$ cat src/rtl/wakey_pkg.sv
// Shared constants for the wakey_wakey PDM mic link: sample width, decimation ratio and
// the dither LFSR definition used by the transmitter model.
package wakey_pkg;

  localparam int PCM_W_DEF = 16;
  localparam int PDM_OSR   = 250;

  localparam int LFSR_W = 16;
  typedef logic [LFSR_W-1:0] lfsr_t;

  localparam lfsr_t LFSR_SEED = 16'hACE1;
  // Fibonacci taps 16,14,13,11 expressed as a bit mask (bit 15 = tap 16).
  localparam lfsr_t LFSR_TAPS = 16'hB400;

  function automatic lfsr_t lfsr_next(input lfsr_t s);
    return {s[LFSR_W-2:0], ^(s & LFSR_TAPS)};
  endfunction

endpackage

$ cat src/rtl/pdm_tx_fifo.sv
// Small synchronous sample FIFO for the PDM transmitter: registered ready, level output and a
// flush input that empties the queue and blocks pushes while asserted.
module pdm_tx_fifo #(
  parameter int W     = 16,
  parameter int DEPTH = 4
) (
  input  logic                       clk_i,
  input  logic                       rst_n_i,
  input  logic                       flush_i,
  input  logic                       push_i,
  input  logic [W-1:0]               wdata_i,
  input  logic                       pop_i,
  output logic [W-1:0]               rdata_o,
  output logic                       ready_o,
  output logic                       empty_o,
  output logic [$clog2(DEPTH):0]     level_o
);

  localparam int AW = $clog2(DEPTH);
  localparam int LW = AW + 1;

  logic [W-1:0]  mem [DEPTH];
  logic [AW-1:0] wr_q, wr_d;
  logic [AW-1:0] rd_q, rd_d;
  logic [LW-1:0] level_q, level_d;
  logic          ready_q, ready_d;
  logic          do_push, do_pop;

  // Ready is the registered handshake, so a full FIFO never accepts even when popping.
  assign do_push = push_i & ready_q & ~flush_i;
  assign do_pop  = pop_i & (level_q != '0) & ~flush_i;

  always_comb begin
    wr_d    = wr_q;
    rd_d    = rd_q;
    level_d = level_q;
    if (flush_i) begin
      wr_d    = '0;
      rd_d    = '0;
      level_d = '0;
    end else begin
      if (do_push) wr_d = wr_q + AW'(1);
      if (do_pop)  rd_d = rd_q + AW'(1);
      case ({do_push, do_pop})
        2'b10:   level_d = level_q + LW'(1);
        2'b01:   level_d = level_q - LW'(1);
        default: level_d = level_q;
      endcase
    end
    ready_d = ~flush_i & (level_d != LW'(DEPTH));
  end

  always_ff @(posedge clk_i or negedge rst_n_i) begin
    if (!rst_n_i) begin
      wr_q    <= '0;
      rd_q    <= '0;
      level_q <= '0;
      ready_q <= 1'b1;
    end else begin
      wr_q    <= wr_d;
      rd_q    <= rd_d;
      level_q <= level_d;
      ready_q <= ready_d;
    end
  end

  always_ff @(posedge clk_i) begin
    if (do_push) mem[wr_q] <= wdata_i;
  end

  assign rdata_o = mem[rd_q];
  assign ready_o = ready_q;
  assign empty_o = (level_q == '0);
  assign level_o = level_q;

endmodule

$ cat src/rtl/pdm_mic_emulator.sv
// PDM microphone model: buffers PCM samples and emits a first-order sigma-delta bit stream
// stepped on falling edges of the receiver's pdm_clk. Optional dither: define PDM_DITHER_EN.
module pdm_mic_emulator
  import wakey_pkg::*;
#(
  parameter int PCM_W      = PCM_W_DEF,
  parameter int OSR        = PDM_OSR,
  parameter int FIFO_DEPTH = 4
) (
  input  logic                          clk_i,
  input  logic                          rst_n_i,
  input  logic                          enable_i,
  input  logic                          clr_i,
  input  logic signed [PCM_W-1:0]       s_data_i,
  input  logic                          s_valid_i,
  output logic                          s_ready_o,
  input  logic                          pdm_clk_i,
  output logic                          pdm_data_o,
  output logic [$clog2(FIFO_DEPTH):0]   fifo_level_o,
  output logic                          busy_o,
  output logic                          underrun_o
);

  localparam int ACC_W = PCM_W + 2;
  localparam int CNT_W = $clog2(OSR);
  localparam logic [CNT_W-1:0] CNT_LAST = CNT_W'(OSR - 1);
  localparam logic signed [ACC_W-1:0] FS =
    {{(ACC_W-PCM_W){1'b0}}, 1'b1, {(PCM_W-1){1'b0}}};

  function automatic logic signed [ACC_W-1:0] mod_step(
    input logic signed [ACC_W-1:0] acc,
    input logic signed [PCM_W-1:0] smp,
    input logic signed [ACC_W-1:0] dith
  );
    logic signed [ACC_W-1:0] smp_ext;
    smp_ext = {{(ACC_W-PCM_W){smp[PCM_W-1]}}, smp};
    return acc[ACC_W-1] ? acc + smp_ext + FS + dith : acc + smp_ext - FS + dith;
  endfunction

  logic                    sync1_q, sync1_d, sync2_q, sync2_d, prev_q, prev_d;
  logic                    step;
  logic signed [ACC_W-1:0] acc_q, acc_d;
  logic signed [PCM_W-1:0] cur_q, cur_d;
  logic [CNT_W-1:0]        cnt_q, cnt_d;
  logic                    busy_q, busy_d;
  logic                    data_q, data_d;
  logic                    underrun_q, underrun_d;
  logic                    und_set;
  logic                    pop;
  logic                    fifo_empty;
  logic [PCM_W-1:0]        fifo_rdata;
  logic signed [PCM_W-1:0] head;
  logic signed [ACC_W-1:0] dith;

  pdm_tx_fifo #(.W(PCM_W), .DEPTH(FIFO_DEPTH)) u_fifo (
    .clk_i   (clk_i),
    .rst_n_i (rst_n_i),
    .flush_i (~enable_i),
    .push_i  (s_valid_i & s_ready_o),
    .wdata_i (s_data_i),
    .pop_i   (pop),
    .rdata_o (fifo_rdata),
    .ready_o (s_ready_o),
    .empty_o (fifo_empty),
    .level_o (fifo_level_o)
  );

  assign head = $signed(fifo_rdata);

  // Two-flop synchronizer; a step is a falling edge seen on the synchronized copy.
  always_comb begin
    sync1_d = pdm_clk_i;
    sync2_d = sync1_q;
    prev_d  = sync2_q;
  end

  assign step = enable_i & prev_q & ~sync2_q;

`ifdef PDM_DITHER_EN
  lfsr_t lfsr_q, lfsr_d;

  always_comb begin
    lfsr_d = lfsr_q;
    if (!enable_i)  lfsr_d = LFSR_SEED;
    else if (step)  lfsr_d = lfsr_next(lfsr_q);
  end

  always_ff @(posedge clk_i or negedge rst_n_i) begin
    if (!rst_n_i) lfsr_q <= LFSR_SEED;
    else          lfsr_q <= lfsr_d;
  end

  assign dith = {{(ACC_W-4){lfsr_q[3]}}, lfsr_q[3:0]};
`else
  assign dith = '0;
`endif

  always_comb begin
    acc_d   = acc_q;
    cur_d   = cur_q;
    cnt_d   = cnt_q;
    busy_d  = busy_q;
    data_d  = data_q;
    pop     = 1'b0;
    und_set = 1'b0;
    if (step) begin
      data_d = ~acc_q[ACC_W-1];
      if (!busy_q && !fifo_empty) begin
        // Loading from idle: this step is already step 0 of the new sample.
        pop    = 1'b1;
        busy_d = 1'b1;
        cur_d  = head;
        cnt_d  = CNT_W'(1);
        acc_d  = mod_step(acc_q, head, dith);
      end else begin
        acc_d = mod_step(acc_q, cur_q, dith);
        if (busy_q) begin
          if (cnt_q == CNT_LAST) begin
            cnt_d = '0;
            if (!fifo_empty) begin
              pop   = 1'b1;
              cur_d = head;
            end else begin
              cur_d   = '0;
              busy_d  = 1'b0;
              und_set = 1'b1;
            end
          end else begin
            cnt_d = cnt_q + CNT_W'(1);
          end
        end
      end
    end
    if (!enable_i) begin
      acc_d  = '0;
      cur_d  = '0;
      cnt_d  = '0;
      busy_d = 1'b0;
      data_d = 1'b0;
      pop    = 1'b0;
    end
    underrun_d = und_set | (underrun_q & ~clr_i);
  end

  always_ff @(posedge clk_i or negedge rst_n_i) begin
    if (!rst_n_i) begin
      sync1_q    <= 1'b0;
      sync2_q    <= 1'b0;
      prev_q     <= 1'b0;
      acc_q      <= '0;
      cur_q      <= '0;
      cnt_q      <= '0;
      busy_q     <= 1'b0;
      data_q     <= 1'b0;
      underrun_q <= 1'b0;
    end else begin
      sync1_q    <= sync1_d;
      sync2_q    <= sync2_d;
      prev_q     <= prev_d;
      acc_q      <= acc_d;
      cur_q      <= cur_d;
      cnt_q      <= cnt_d;
      busy_q     <= busy_d;
      data_q     <= data_d;
      underrun_q <= underrun_d;
    end
  end

  assign pdm_data_o = data_q;
  assign busy_o     = busy_q;
  assign underrun_o = underrun_q;

endmodule

$ cat config.mk
export PLATFORM = sky130hd
export DESIGN_NAME = pdm_mic_emulator
export DESIGN_NICKNAME = d
export VERILOG_FILES = /design/src/rtl/wakey_pkg.sv /design/src/rtl/pdm_tx_fifo.sv /design/src/rtl/pdm_mic_emulator.sv
export SDC_FILE = /design/constraint.sdc
export NUM_CORES = 1
export LEC_CHECK = 0
export ABC_AREA = 1
export CAP_MARGIN = 20
export CORE_MARGIN = 4
export CORE_UTILIZATION = 57
export DETAILED_ROUTE_END_ITERATION = 8
export PLACE_DENSITY = 0.77
export SETUP_SLACK_MARGIN = 0.15
export SLEW_MARGIN = 20
export SYNTH_ARGS = -nofsm -noshare
export SYNTH_HDL_FRONTEND = slang
export SYNTH_SLANG_ARGS = --single-unit
$ cat constraint.sdc
create_clock -name clk_i -period 3.6 [get_ports clk_i]
set_clock_uncertainty 0.15 [all_clocks]
set_input_delay 0.54 -clock clk_i [delete_from_list [all_inputs] [get_ports clk_i]]
set_output_delay 0.54 -clock clk_i [all_outputs]
set_load 0.01 [all_outputs]
==> results.rst, run 1 <==
.. list-table::
   :header-rows: 1

   * - Metric
     - Value
   * - Via count of the first global-routing pass
     - between 5000 and 6000
   * - Least-Margin Pin Slew
     - just over 600 ps
   * - Yosys reg bits
     - 120
   * - Leading cell type in the layout, fill and taps excluded
     - sky130_fd_sc_hd__nand2_1
   * - Share of the cycle needed by the critical path after routing
     - between 90% and 100%
   * - Clock latency on the worst-skew pair
     - between 400 and 500 ps
   * - Fraction of the yosys area taken by sequential cells
     - between 40% and 50%
   * - Post-DRT Antenna Nets
     - 0
   * - Ratio of routed vias to standard cells
     - between 5 and 6
   * - Sequential Power Share
     - between 40 and 50%
   * - Die width
     - about 120 um
   * - Highest-utilization routing layer at the global route stage
     - met2
   * - Die Footprint
     - approximately 14000 sq um
   * - Commonest cells after routing, fill and taps aside
     - sky130_fd_sc_hd__nand2_1 (195), sky130_fd_sc_hd__nor2_1 (75), sky130_fd_sc_hd__inv_1 (65)
   * - Pin count of the biggest net entering global routing
     - 34
   * - Residual DRC
     - 0
   * - Met3 GRT Util
     - 5.29%
   * - Synth Area per Inst
     - approximately 8.7 sq um
   * - Pre-Repair DR Iteration Count
     - 5
   * - NetSw
     - 0.00112 W
   * - Internal power
     - approximately 0.0028 W
   * - Fin crit period
     - ~3300 ps
   * - Die extent in y
     - 118 um
   * - Clk pwr share
     - approximately 43%
   * - Run status
     - complete, no violations
   * - DPL Wire Length
     - around 12000 um
   * - Kind of critical path
     - reg -> reg
   * - Fraction of final layout cells sized beyond drive strength 1
     - around 14%
   * - Worst Hold Launch
     - sync1_q$_DFF_PN0_
   * - Port buffer count
     - 28
   * - Post-layout worst setup margin
     - roughly 280 ps
   * - Area share of the leading cell type in the synthesized netlist
     - 27.9%
   * - Met1 GRT Util
     - between 30% and 40%
   * - Kind of end point of the critical path
     - register
   * - Number of antenna violations at the first check in global routing
     - 0
   * - Pre-CTS setup slack
     - around 85 ps
   * - P&R area growth vs syn
     - 19.3%
   * - Hold Path Class
     - reg -> reg
   * - Clock tree from TritonCTS
     - done
   * - Setup TNS
     - 0 ps
   * - Unrepaired setup endpoints after global routing
     - false
   * - Cells after synthesis
     - between 700 and 800
   * - GRT overflow
     - 0
   * - Max Slew Vio Count
     - 0
   * - Static power due to leakage
     - ~3.8 nW
   * - PwrDens
     - 476 nW/um^2
   * - Cts bufs inserted
     - 17
   * - Routed via count
     - ~6000
   * - Global placer's final weighted congestion
     - roughly 1.1
   * - Antenna diode count
     - 0
   * - Final total power
     - approximately 0.004 W
   * - Peak Freq
     - 301 MHz
   * - Max-cap check violation count
     - 0
   * - DR iter-0 viols
     - ~670
   * - Leading post-synthesis cells by cell area
     - sky130_fd_sc_hd__edfxtp_1 (28%), sky130_fd_sc_hd__dfrtp_1 (20%), sky130_fd_sc_hd__nand2_1 (11%)
   * - Standard-cell rows
     - 39
   * - Netlist cell types
     - 46
   * - Maximum clock path buffer count
     - 2
   * - Total GRT Usage
     - about a quarter
   * - Fill cell count
     - 829
   * - Final hold vios
     - 0
   * - Synthesized net count
     - between 800 and 900
   * - Wire length reported by the detailed router
     - ~17000 um
   * - Top cell type by total area after synthesis
     - sky130_fd_sc_hd__edfxtp_1
   * - Combinational power share
     - roughly 17%
   * - Highest net fanout along the worst path
     - 12
   * - Area taken by multi-input logic gates
     - ~3300 sq um
   * - Yosys Warn Count
     - 0
   * - Kind of launch point of the worst setup path
     - register
   * - Wirelength per Cell
     - approximately 17 um
   * - Initial core utilization
     - 59.2%
   * - Clock root buffer
     - sky130_fd_sc_hd__clkbuf_16
   * - Reg-to-reg critical path startpoint
     - u_fifo.rd_q[0]$_DFFE_PN0P_
   * - Setup-failing EPs final
     - 0
   * - Max-slew headroom
     - 58.9%
   * - Num Clock Sinks
     - 120
   * - Fraction of power spent switching nets
     - approximately 29%
   * - Area occupied by registers
     - approximately 3300 sq um
   * - Number of top-level pins
     - 29
   * - Number of H-tree levels
     - 4
   * - Worst endpoint required time
     - between 3000 and 4000 ps
   * - Nets@finish
     - a little over 900
   * - Global-route wire length before repair
     - about 28000 um
   * - Core Region
     - around 12000 sq um
   * - Worst endpoint data arrival time
     - 3470 ps
   * - Fraction of met2 tracks used by global routing
     - 40.1%
   * - Critical path launch point
     - u_fifo.rd_q[0]$_DFFE_PN0P_
   * - Synthesized area
     - ~7000 sq um
   * - Worst IR Drop VDD
     - between 0.0004 and 0.0005 V
   * - Post-CTS clock slew at the launch and capture registers of the worst setup and hold paths
     - 60 ps
[final timing paths]
kind                       slack, ps                    endpoint  depth (start not counted)
min reg2reg                      200            prev_d$_DFF_PN0_                          0
max in group asynchronous       1930       acc_q[12]$_DFFE_PN0P_                          3
min in group asynchronous        520  u_fifo.wr_q[1]$_DFFE_PN0P_                          2
max reg2reg                      280       acc_q[17]$_DFFE_PN0P_                         19
min                              200            prev_d$_DFF_PN0_                          0
max                              280       acc_q[17]$_DFFE_PN0P_                         19
[cell families after synthesis]
logic type	count (synthesis)	synth area share [%]
fa+ha+maj	45	8.62
flops	120	48.3
buf+inv	93	5.66
simple gates	360	22.5
xor+xnor	20	2.55
compound gates	154	12.4
[stage by stage]
step | std cells | hold WS (ps) | area, sq um | utilization, %
finish | 1002 | 201 | 8210 | 70.7
global route | 1002 | 215 | 8210 | 70.7
CTS | 997 | 204 | 8020 | 69.1
detailed placement | 963 | 193 | 7370 | 63.4
global placement | 963 | 186 | 7370 | 63.4
floorplan | 792 | 94.4 | 6880 | -
[synth_stat cells (all sizes together)]
| cell | instances |
|---|---|
| a21o | 1 |
| ha | 41 |
| and2 | 1 |
| a22o | 1 |
| edfxtp | 64 |
| fa | 4 |
| o21bai | 1 |
| inv | 74 |
| xnor2 | 14 |
| o22ai | 19 |
| nand3 | 64 |
| xor2 | 6 |
| buf | 10 |
| a21boi | 1 |
| nor2 | 80 |
| dfstp | 1 |
| o21a | 2 |
| o31ai | 3 |
| o21ai | 68 |
| clkbuf | 9 |
| nand4 | 5 |
| a21oi | 50 |
| nor3 | 4 |
| a32o | 2 |
| nor4 | 2 |
| a211oi | 1 |
| nand2 | 201 |
| dfrtp | 55 |
| a31oi | 4 |
| nand3b | 2 |
| o211ai | 1 |
| or2 | 1 |
[worst max-delay path, stage by stage, from the launching register on]
cell and delay [ps]:
sky130_fd_sc_hd__dfrtp_2 450, sky130_fd_sc_hd__buf_4 190, sky130_fd_sc_hd__o21ai_0 230, sky130_fd_sc_hd__o22ai_2 130, sky130_fd_sc_hd__ha_2 390, sky130_fd_sc_hd__nand2_1 90
sky130_fd_sc_hd__nand3_2 110, sky130_fd_sc_hd__nand2_1 90, sky130_fd_sc_hd__nand2_2 120, sky130_fd_sc_hd__nand4_1 130, sky130_fd_sc_hd__nand2_1 100, sky130_fd_sc_hd__nand2_1 50
sky130_fd_sc_hd__nand3_1 70, sky130_fd_sc_hd__nand2_1 90, sky130_fd_sc_hd__fa_2 370, sky130_fd_sc_hd__xnor2_2 160, sky130_fd_sc_hd__inv_1 70, sky130_fd_sc_hd__nand3_1 70
sky130_fd_sc_hd__nand3_1 80, sky130_fd_sc_hd__nand2_1 70
[power by group through the flow]
stage	combinational, W	clock (W)	sequential (W)
floorplan	0.000415	0	0.00157
global placement	0.000572	0	0.00158
detailed placement	0.000584	0	0.00158
CTS	0.000596	0.00171	0.00156
global route	0.000720	0.00177	0.00157
finish	0.000644	0.00170	0.00156
[timing repair]
action / 4_1_cts / 5_1_grt
hold endpoints to repair: 22 / 0
hold buffers: 1 / 0
setup endpoints to repair: 1 / 2
pin swaps: 1 / 13
gates resized for setup: 12 / 51
setup buffers: 1 / 5
[registers in the layout, indices dropped and copies added, names as in the netlist]
name / flops
cnt_q: 8
u_fifo.ready_o: 1
u_fifo.mem: 64
u_fifo.rd_q: 2
prev_q: 1
sync1_q: 1
prev_d: 1
cur_q: 16
u_fifo.wr_q: 2
underrun_o: 1
u_fifo.level_o: 3
busy_o: 1
pdm_data_o: 1
acc_q: 18
[layer usage]
layer  share of wire [%]  vias up  wire length, um
li1                    -     2817                -
met1                  43     2794             7400
met2                  46      294             8010
met3                 8.0       53             1390
met4                 3.4        0              586
met5                   0        -                0
[area by class of cell]
| cell class | instances | share of cell area, % |
|---|---|---|
| tap | 143 | 2.18 |
| clock buffer | 18 | 5.23 |
| multi-input combinational | 579 | 40.6 |
| inverter | 74 | 3.51 |
| clock inverter | 14 | 2.00 |
| sequential | 120 | 40.5 |
| timing repair buffer | 54 | 5.90 |
(Power assumes the default switching activity.)
==> inputs of run 2 (changes only) <==
--- a/config.mk
+++ b/config.mk
@@ -7,7 +7,7 @@
 export LEC_CHECK = 0
 export ABC_AREA = 1
 export CAP_MARGIN = 20
-export CORE_MARGIN = 4
+export CORE_MARGIN = 3
 export CORE_UTILIZATION = 57
 export DETAILED_ROUTE_END_ITERATION = 8
 export PLACE_DENSITY = 0.77
==> results.rst, run 2 (synthesized netlist as in run 1, its figures left out) <==
.. list-table::
   :header-rows: 1

   * - Metric
     - Value
   * - Residual DRC
     - 0 (unchanged)
   * - Die Footprint
     - 13400 sq um (-3.4%)
   * - Register-to-register setup slack
     - 290 ps (about the same)
   * - Post-DRT Antenna Nets
     - 0 (unchanged)
   * - Biggest regs
     - u_fifo.mem (64), acc_q (18), cur_q (16)
   * - Slowest CP cell
     - sky130_fd_sc_hd__dfrtp_2
   * - Kind of launch point of the worst setup path
     - register
   * - Num Clock Sinks
     - 120 (unchanged)
   * - Worst IR Drop VDD
     - 0.000549 V (+17%)
   * - Hold Buf Count CTS
     - 0 (-1)
   * - Wirelength per Cell
     - 18.3 um (+5.6%)
   * - Highest net fanout along the worst path
     - 23 (+11)
   * - GRT overflow
     - 0 (unchanged)
   * - Worst endpoint required time
     - 3750 ps (about the same)
   * - Commonest cells after routing, fill and taps aside
     - sky130_fd_sc_hd__nand2_1 (194), sky130_fd_sc_hd__nor2_1 (76), sky130_fd_sc_hd__inv_1 (65)
   * - Clock tree from TritonCTS
     - done
   * - DR iter-0 viols
     - 394 (-41%)
   * - Number of top-level pins
     - 29 (unchanged)
   * - Total GRT Usage
     - 28.1% (+2.8 points)
   * - Global placer's final weighted congestion
     - 0.904 (-15%)
   * - Number of flip-flops under the largest register name
     - 64 (unchanged)
   * - Max-cap check violation count
     - 0 (unchanged)
   * - Via count of the first global-routing pass
     - 5805 (+1.3%)
   * - Violated checks
     - hold timing
   * - Peak Freq
     - 302 MHz (+0.22%)
   * - Wire length reported by the detailed router
     - 18400 um (+5.9%)
   * - Fin crit period
     - 3310 ps (-7.13 ps)
   * - Core Region
     - 11600 sq um (unchanged)
   * - Unrepaired setup endpoints after global routing
     - false
   * - Reg with most FFs
     - u_fifo.mem
   * - Share of the cycle needed by the critical path after routing
     - 92.0% (-0.20 points)
   * - Routed via count
     - 5949 (-0.15%)
   * - Setup TNS
     - 0 ps (unchanged)
   * - Run status
     - finished, violations left
   * - Endpoint of the most critical register-to-register path
     - acc_q[17]$_DFFE_PN0P_
   * - Reg-to-reg critical path startpoint
     - u_fifo.rd_q[0]$_DFFE_PN0P_
   * - Antenna diode count
     - 0 (unchanged)
   * - Number of cell instances on the worst register-to-register path
     - 17 (-2)
   * - Number of antenna violations at the first check in global routing
     - 0 (unchanged)
   * - Max Slew Vio Count
     - 0 (unchanged)
   * - P&R area growth vs syn
     - 20.3%
   * - Hold_ws
     - -3.75 ps (-204 ps)
   * - Standard-cell rows
     - 39 (unchanged)
   * - Pre-Repair DR Iteration Count
     - 5 (unchanged)
   * - Maximum clock path buffer count
     - 2 (unchanged)
   * - Static power due to leakage
     - 3.80 nW (+1.3%)
   * - Nets@finish
     - 916 (+0.33%)
   * - Initial core utilization
     - 59.2% (unchanged)
   * - Critical path launch point
     - u_fifo.rd_q[0]$_DFFE_PN0P_
   * - Cell-by-cell listing of the critical path
     - buf_8 -> o21ai_0 -> o22ai_2 -> ha_1 -> inv_1 -> nor3_2 -> nand2_1 -> o21ai_2 -> a21oi_1 -> o21ai_1 -> nand2_1 -> fa_2 -> xnor2_2 -> inv_1 -> nand3_1 -> nand3_1 -> nand2_1
   * - Post-layout worst setup margin
     - 288 ps (+7.13 ps)
   * - Hold Path Class
     - in -> async
   * - End point of the critical path
     - acc_q[17]$_DFFE_PN0P_
   * - Critical Path Most Common Cell
     - sky130_fd_sc_hd__nand2_1
   * - Clock root buffer
     - sky130_fd_sc_hd__clkbuf_16
   * - DPL Wire Length
     - 13000 um (+4.3%)
   * - PwrDens
     - 479 nW/um^2 (+0.71%)
   * - Post-CTS clock slew at the launch and capture registers of the worst setup and hold paths
     - 60 ps (about the same)
   * - Fraction of final layout cells sized beyond drive strength 1
     - 14.3% (+0.42 points)
   * - Final hold vios
     - 4 (+4)
   * - Ratio of routed vias to standard cells
     - 5.92 (-0.45%)
   * - Instance area after placement
     - 7400 sq um (+0.48%)
   * - Kind of end point of the critical path
     - register
   * - Kind of critical path
     - reg -> reg
   * - Global-route wire length before repair
     - 28800 um (+1.8%)
   * - Worst endpoint data arrival time
     - 3470 ps (about the same)
   * - Clock latency on the worst-skew pair
     - 410 ps (about the same)
   * - Pre-CTS setup slack
     - 182 ps (+97.3 ps)
   * - Cts bufs inserted
     - 17 (unchanged)
   * - Final total power
     - 0.00397 W (+1.6%)
   * - Least-Margin Pin Slew
     - 635 ps (+18.5 ps)
   * - Port buffer count
     - 28 (unchanged)
   * - Setup-failing EPs final
     - 0 (unchanged)
   * - Number of H-tree levels
     - 4 (unchanged)
   * - Die width
     - 116 um (-1.7%)
   * - Pin count of the biggest net entering global routing
     - 31 (-8.8%)
   * - Max-slew headroom
     - 57.6% (-1.2 points)
   * - Peak per-stage delay on the critical path
     - 440 ps (about the same)
   * - Utilization after layout
     - 71.3% (+0.64 points)
   * - Post-route design area
     - 8280 sq um (+0.90%)
   * - Die extent in y
     - 116 um (-1.7%)
   * - Leading cell type in the layout, fill and taps excluded
     - sky130_fd_sc_hd__nand2_1
-- run 2: cell types whose count changed in the layout (fill, tap and decap cells not counted), sizes merged --
cell	delta
bufinv	+1
clkbuf	+2
clkinv	+5
buf	+3
clkinvlp	-2
dlygate4sd3	-1
inv	-5
-- run 2: area by class of cell --
class,instances,area [sq um]
fillers,816,3330
clock buffers,19,443
flip-flops and latches,120,3330
inverters,74,283
clock inverters,13,169
well taps,143,179
repair buffers,57,531
multi-input cells,579,3350
-- run 2: repair_timing --
action | in CTS | in global routing
gates resized for setup | 5 | 57
endpoints found under the setup margin | 1 | 2
setup buffers | 0 | 6
gates cloned | 0 | 1
pin swaps | 0 | 12
-- run 2: worst min path at each step --
| stage | cells past startpoint | slack, ps | startpoint | endpoint |
|---|---|---|---|---|
| floorplan | 0 | 90 | rst_n_i | acc_q[0]$_DFFE_PN0P_ |
| global placement | 0 | 190 | sync1_q$_DFF_PN0_ | prev_d$_DFF_PN0_ |
| detailed placement | 0 | 190 | sync1_q$_DFF_PN0_ | prev_d$_DFF_PN0_ |
| CTS | 1 | 20 | rst_n_i | acc_q[13]$_DFFE_PN0P_ |
| global route | 1 | 30 | rst_n_i | acc_q[13]$_DFFE_PN0P_ |
| finish | 1 | -4 | rst_n_i | acc_q[13]$_DFFE_PN0P_ |
-- run 2: worst max-delay path, delay by kind of cell, from the launching register on --
kind | cells | cell delay, ps
buf+inv | 3 | 330
xor+xnor | 1 | 160
simple gates | 6 | 620
flops | 1 | 440
compound gates | 5 | 730
fa+ha+maj | 2 | 770
-- run 2: metrics by stage --
| stage | instances | hold WS (ps) |
|---|---|---|
| floorplan | 792 | 94.4 |
| global placement | 966 | 187 |
| detailed placement | 966 | 193 |
| CTS | 998 | 15.7 |
| global route | 1005 | 32.7 |
| finish | 1005 | -3.75 |
-- run 2: per-layer routing --
metal	GRT usage [%]	part of all wire, %
met4	10.1	2.6
met5	0	0
met2	45.6	47
met3	5.01	6.0
met1	38.1	44
-- run 2: where the power goes --
group / switching, W / internal (W) / leakage, nW
logic: 0.000407 / 0.000251 / 2.17
registers: 0.0000547 / 0.00151 / 1.34
clock network: 0.000634 / 0.00111 / 0.298
==> inputs of run 3 (changes only) <==
--- a/config.mk
+++ b/config.mk
@@ -9,6 +9,7 @@
 export CAP_MARGIN = 20
 export CORE_MARGIN = 3
 export CORE_UTILIZATION = 57
+export CTS_CLUSTER_SIZE = 28
 export DETAILED_ROUTE_END_ITERATION = 8
 export PLACE_DENSITY = 0.77
 export SETUP_SLACK_MARGIN = 0.15
==> results of run 3 <==
Final layout, timing and power as in run 2 (identical DEF).
